--- config.mk ---
export PLATFORM = sky130hd
export DESIGN_NAME = fp_div32
export DESIGN_NICKNAME = d
export VERILOG_FILES = /design/src/rtl/fp_div32.sv
export SDC_FILE = /design/constraint.sdc
export NUM_CORES = 1
export LEC_CHECK = 0
export BUFFER_PORTS_ARGS = -buffer_cell sky130_fd_sc_hd__buf_2
export CORE_MARGIN = 3
export CORE_UTILIZATION = 48
export CTS_CLUSTER_SIZE = 30
export DETAILED_ROUTE_END_ITERATION = 16
export GPL_TIMING_DRIVEN = 0
export PLACE_DENSITY = 0.67
export SETUP_SLACK_MARGIN = 0.1
export SLEW_MARGIN = 40
export SYNTH_ARGS = -nofsm -noshare
export SYNTH_HDL_FRONTEND = slang
export SYNTH_SLANG_ARGS = --single-unit
export TNS_END_PERCENT = 100
--- constraint.sdc ---
create_clock -name clk -period 3.6 [get_ports clk]
set_input_delay 0.36 -clock clk [delete_from_list [all_inputs] [get_ports clk]]
set_output_delay 0.36 -clock clk [all_outputs]
set_load 0.005 [all_outputs]
--- src/rtl/fp_div32.sv ---
// Iterative IEEE-754 binary32 divider: restoring radix-2, one quotient bit per cycle.
// Flush-to-zero, truncating, canonical NaN and flag layout shared with the FP multiplier.
module fp_div32 #(
  parameter int BIAS = 127
) (
  input  logic        clk,
  input  logic        reset,
  input  logic        start,
  input  logic [31:0] a,
  input  logic [31:0] b,
  output logic        busy,
  output logic        done,
  output logic [31:0] div32,
  output logic [3:0]  flags
);

  typedef enum logic [1:0] {S_IDLE, S_DIV, S_NORM, S_DONE} state_t;

  localparam logic [9:0] BIAS10 = BIAS[9:0];

  state_t      r_state, w_next;
  logic        w_accept, w_fin;

  logic        r_sign;
  logic [9:0]  r_exp;
  logic [24:0] r_rem;
  logic [23:0] r_div;
  logic [24:0] r_q;
  logic [4:0]  r_cnt;
  logic [31:0] r_res;
  logic        r_of, r_zf;
  logic        r_done;
  logic [31:0] r_div32;
  logic [3:0]  r_flags;

  // operand classification (subnormals flush to zero)
  logic [7:0]  w_ae, w_be;
  logic        w_a_zero, w_b_zero, w_a_inf, w_b_inf;
  logic        w_a_snan, w_b_snan, w_a_qnan, w_b_qnan;
  logic        w_sign;
  logic        w_special, w_sof, w_szf;
  logic [31:0] w_sres;

  assign w_ae     = a[30:23];
  assign w_be     = b[30:23];
  assign w_a_zero = (w_ae == 8'h00);
  assign w_b_zero = (w_be == 8'h00);
  assign w_a_inf  = (w_ae == 8'hFF) && (a[22:0] == 23'd0);
  assign w_b_inf  = (w_be == 8'hFF) && (b[22:0] == 23'd0);
  assign w_a_snan = (w_ae == 8'hFF) && (a[22:0] != 23'd0) && !a[22];
  assign w_b_snan = (w_be == 8'hFF) && (b[22:0] != 23'd0) && !b[22];
  assign w_a_qnan = (w_ae == 8'hFF) && a[22];
  assign w_b_qnan = (w_be == 8'hFF) && b[22];
  assign w_sign   = a[31] ^ b[31];

  always_comb begin
    w_special = 1'b1;
    w_sres    = 32'd0;
    w_sof     = 1'b0;
    w_szf     = 1'b0;
    if (w_a_snan)                                   w_sres = a;
    else if (w_b_snan)                              w_sres = b;
    else if (w_a_qnan)                              w_sres = a;
    else if (w_b_qnan)                              w_sres = b;
    else if ((w_a_inf && w_b_inf) || (w_a_zero && w_b_zero))
      w_sres = {w_sign, 8'hFF, 1'b1, 22'd1};
    else if (w_a_inf || w_b_zero) begin
      w_sres = {w_sign, 8'hFF, 23'd0};
      w_sof  = w_b_zero;
    end else if (w_a_zero || w_b_inf) begin
      w_sres = {w_sign, 31'd0};
      w_szf  = 1'b1;
    end else
      w_special = 1'b0;
  end

  // FSM: state register / next state / outputs
  always_ff @(posedge clk) begin
    if (reset) r_state <= S_IDLE;
    else       r_state <= w_next;
  end

  always_comb begin
    w_next = r_state;
    case (r_state)
      S_IDLE: if (start) w_next = w_special ? S_DONE : S_DIV;
      S_DIV:  if (r_cnt == 5'd0) w_next = S_NORM;
      S_NORM: w_next = S_DONE;
      S_DONE: w_next = S_IDLE;
      default: w_next = S_IDLE;
    endcase
  end

  always_comb begin
    busy     = (r_state != S_IDLE);
    w_accept = (r_state == S_IDLE) && start;
    w_fin    = (r_state == S_DONE);
  end

  // normalisation of the 25-bit quotient
  logic [9:0]  w_exp_n;
  logic [22:0] w_mant;
  assign w_exp_n = r_q[24] ? r_exp : r_exp - 10'd1;
  assign w_mant  = r_q[24] ? r_q[23:1] : r_q[22:0];

  always_ff @(posedge clk) begin
    if (reset) begin
      r_sign <= 1'b0;
      r_exp  <= 10'd0;
      r_rem  <= 25'd0;
      r_div  <= 24'd0;
      r_q    <= 25'd0;
      r_cnt  <= 5'd0;
      r_res  <= 32'd0;
      r_of   <= 1'b0;
      r_zf   <= 1'b0;
    end else begin
      case (r_state)
        S_IDLE: if (w_accept) begin
          r_sign <= w_sign;
          r_exp  <= {2'b00, w_ae} - {2'b00, w_be} + BIAS10;
          r_rem  <= {2'b01, a[22:0]};
          r_div  <= {1'b1, b[22:0]};
          r_q    <= 25'd0;
          r_cnt  <= 5'd24;
          r_res  <= w_sres;
          r_of   <= w_sof;
          r_zf   <= w_szf;
        end
        S_DIV: begin
          // rem < 2*div always holds, so the shifted value fits in 25 bits
          if (r_rem >= {1'b0, r_div}) begin
            r_rem <= (r_rem - {1'b0, r_div}) << 1;
            r_q   <= {r_q[23:0], 1'b1};
          end else begin
            r_rem <= r_rem << 1;
            r_q   <= {r_q[23:0], 1'b0};
          end
          r_cnt <= r_cnt - 5'd1;
        end
        S_NORM: begin
          if ($signed(w_exp_n) >= 10'sd255) begin
            r_res <= {r_sign, 8'hFF, 23'd0};
            r_of  <= 1'b1;
            r_zf  <= 1'b0;
          end else if ($signed(w_exp_n) <= 10'sd0) begin
            r_res <= {r_sign, 31'd0};
            r_of  <= 1'b0;
            r_zf  <= 1'b1;
          end else begin
            r_res <= {r_sign, w_exp_n[7:0], w_mant};
            r_of  <= 1'b0;
            r_zf  <= 1'b0;
          end
        end
        default: ;
      endcase
    end
  end

  // outputs change only with the done pulse so they hold until the next one
  always_ff @(posedge clk) begin
    if (reset) begin
      r_done  <= 1'b0;
      r_div32 <= 32'd0;
      r_flags <= 4'd0;
    end else begin
      r_done <= w_fin;
      if (w_fin) begin
        r_div32 <= r_res;
        r_flags <= {r_res[31], 1'b0, r_zf, r_of};
      end
    end
  end

  assign done  = r_done;
  assign div32 = r_div32;
  assign flags = r_flags;

endmodule

==> results_dict.tcl <==
set metrics [dict create \
    worstSetupStartpointType "flop" \
    core_um2 18830 \
    outcome "finished, final reports clean" \
    dr.max_layer_used "met5" \
    rsz0062_at_grt "yes" \
    p_seq_share_pct 26.2 \
    diodes 0 \
    min_from "b[19]" \
    via_per_inst 5.824 \
    tns_ns 0 \
    tightest_slew_ns 0.8572 \
    crit_type "flop to flop" \
    h-tree-depth 4 \
    path_max_fanout 10 \
    vias 8823 \
    syn2layout_area_growth_pct 15.34 \
    syn_area_um2 9269 \
    die_height_um 145.0 \
    route.antenna.remaining_nets 0 \
    rows 50 \
    period_needed_ns 3.368 \
    overflow 0 \
    slew_violations 0 \
    crit_path_end "r_rem[16]" \
    wl_met1_um 12670 \
    peakVddDrop_mv 0.4292 \
    period_share_pct 93.55 \
    antenna_found_initial 1 \
    synth_top_family_by_area "compound AO/OA/AOI/OAI gates" \
    initial_core_util_pct 49.22 \
    pwr_density_cell_nw_per_um2 821.1 \
    skew_ns 0.007858 \
    io_pins 105 \
    yosysUniqueCellTypes 72 \
    drtIter0Drc 857 \
    cts.sink_count 161 \
    crit_path_end_kind "flop" \
    p_comb_share_pct 53.2 \
    cts_max_path_buffers 2 \
    r2r_end "r_rem[16]" \
    power.internal_uw 4792 \
    layout.nets 1351 \
    synth_adder_area_share_pct 5.832 \
    synth_ff_type "dfxtp_1" \
    drive_gt1_share_pct 15.30 \
    drt_wl_total_um 28900 \
    final_common_cell "dfxtp_1" \
    grt_start_max_net_pins 18 \
    hpwl_um 22070 \
    worstPathRequired_ns 3.94 \
    holdCritPathClass "input port to flop" \
    drt_pass1_iterations 6 \
    finalNonFillerCells 1515 \
    yosys_warnings 0 \
    seqCellArea_um2 3223 \
    switching_share_pct 45.40 \
    wl_met2_um 12850 \
    pwr-share-clk_pct 20.6 \
    r2r_slack_ns 0.23 \
    muxShareOfSynthArea_pct 10.22 \
    synth_seq_cells 161 \
    max_cap_viol_count 0 \
    netlist_instances 1123 \
    synth-simple-area-share_pct 19.57 \
    synth.avg_cell_area_um2 8.254 \
    cts_made_buffers 17 \
    setup_viol_count_final 0 \
    max_freq_mhz 296.9 \
    dieWidth_um 145.0 \
    drc_errors 0 \
    wl_per_cell_um 19.08 \
    p_leak_uw 0.004235 \
    cts_tree "built" \
    r2r_start "r_div[10]" \
    clkSlewWorstSetupHoldPaths_ns 0.07 \
    multi_input_area_um2 5507 \
    hold_ws_ns 0.1825 \
    synth-async-reset-ratio_pct 0 \
    clkLatencyLatePin_ns 0.44 \
    nFillCells 1804 \
    dp_cells 1484 \
    root_buffer "clkbuf_16" \
    grt_pass1_vias 8265 \
    final_hold_viol_count 0 \
    r2r_cells 11 \
    arrival_ns 3.71 \
    grt_first_pass_wirelength_um 44760 \
    dieArea_um2 21010 \
    seq_area_frac_synth_pct 34.77 \
    critPathLaunch "r_div[10]" \
    portBuffers 101 \
    synth_compound_area_share_pct 20.05 \
    hold_buffers 0 \
    track_usage_pct 26.79 \
    slew_headroom_pct 42.85 \
    switchingPower_uw 3986 \
    synth_xor_area_share_pct 3.591 \
    dr_wl_met3_um 2157 \
    synth_nets 1232 \
    layout_common_cells "161 x dfxtp_1, 150 x nor2_1, 107 x buf_2" \
    synth_edf_count 0 \
    gp_congestion 0.9391 \
]
layout make-up:
class                      count  area share (%)
buffer                        77           3.160
inverter                      56           1.966
sequential                   161           30.15
clock inverter                14           1.334
timing repair buffer         101           4.728
clock buffer                  18           4.108
tap                          260           3.043
multi-input combinational    828           51.51
cell usage after synthesis, types with 7 or more instances:
library cell / instances / area, µm²
nand4_1: 15 / 93.84
dfxtp_1: 161 / 3223
a22oi_1: 28 / 210.2
nor2_1: 150 / 563.0
nor4_1: 16 / 100.1
buf_2: 7 / 35.03
xnor2_1: 26 / 227.7
a221o_1: 7 / 70.07
xor2_1: 12 / 105.1
a211oi_1: 24 / 180.2
a32oi_1: 8 / 70.07
mux2_2: 21 / 236.5
inv_1: 56 / 210.2
and2_1: 8 / 50.05
o221a_2: 8 / 90.09
clkbuf_1: 61 / 229.0
nand2_1: 100 / 375.4
ha_1: 40 / 500.5
a311oi_1: 9 / 78.83
nor3_1: 31 / 155.2
nand2b_1: 10 / 62.56
nor2b_1: 8 / 50.05
mux2i_1: 71 / 710.7
o31ai_1: 8 / 60.06
a222oi_1: 7 / 70.07
a21oi_1: 73 / 365.4
o21ai_0: 33 / 165.2
nand3_1: 11 / 55.05
state kept, by name, summed over array words and instances (netlist names):
name     flops
flags        2
r_sign       1
r_of         1
div32       32
r_div       24
r_state      2
r_res       32
r_rem       25
r_exp       10
done         1
r_cnt        5
r_zf         1
r_q         25
power groups by stage:
stage,clock network (µW),logic [µW],registers (µW)
4_1_cts,1820,4560,2290
2_1_floorplan,0,3470,2260
3_3_place_gp,0,4480,2320
5_1_grt,1890,5140,2330
6_report,1810,4670,2300
3_5_place_dp,0,4510,2330
repair_timing:
action | 4_1_cts | 5_1_grt
setup endpoints to repair | 0 | 16
buffers inserted | 0 | 0
resized for setup | 0 | 4
metrics by stage:
step / util [%] / setup slack (ns) / power, µW / area (µm²)
finish: 56.77 / 0.2320 / 8778 / 10690
global route: 56.77 / 0.03791 / 9352 / 10690
CTS: 56.72 / 0.1788 / 8662 / 10680
detailed placement: 53.63 / 0.2011 / 6842 / 10100
global placement: 53.63 / 0.2118 / 6799 / 10100
floorplan: - / 0.9099 / 5726 / 9269
worst min-delay path by stage:
stage / end / slack (ns) / depth (start not counted)
after floorplan: r_div[23] / 0.44 / 2
after global placement: r_div[5] / 0.44 / 2
after detailed placement: r_div[18] / 0.45 / 2
after CTS: r_div[19] / 0.17 / 3
after global routing: r_div[21] / 0.18 / 3
final: r_div[19] / 0.18 / 3
routing by layer:
metal / up-vias / track usage, %
li1: 4288 / -
met4: 2 / 10.64
met2: 340 / 42.44
met1: 4115 / 35.21
met3: 78 / 6.652
met5: - / 0
worst max-delay path, cell delays in order, from the launching register on:
cell	delay, ns
dfxtp_1	0.39
inv_1	0.06
ha_1	0.34
a21oi_1	0.34
o2111ai_1	0.19
a41o_1	0.26
a31o_2	0.24
a21oi_1	0.49
o21a_1	0.29
buf_2	0.29
nand3_1	0.12
a311oi_1	0.27
logic make-up after synthesis:
kind of cell,after synthesis
and+or+nand+nor,389
AOI/OAI and AO/OA,266
DFF,161
buffers and inverters,134
muxes,92
adders and majority gates,42
xor gates and xnor gates,38
other,1
(Power assumes the default switching activity.)
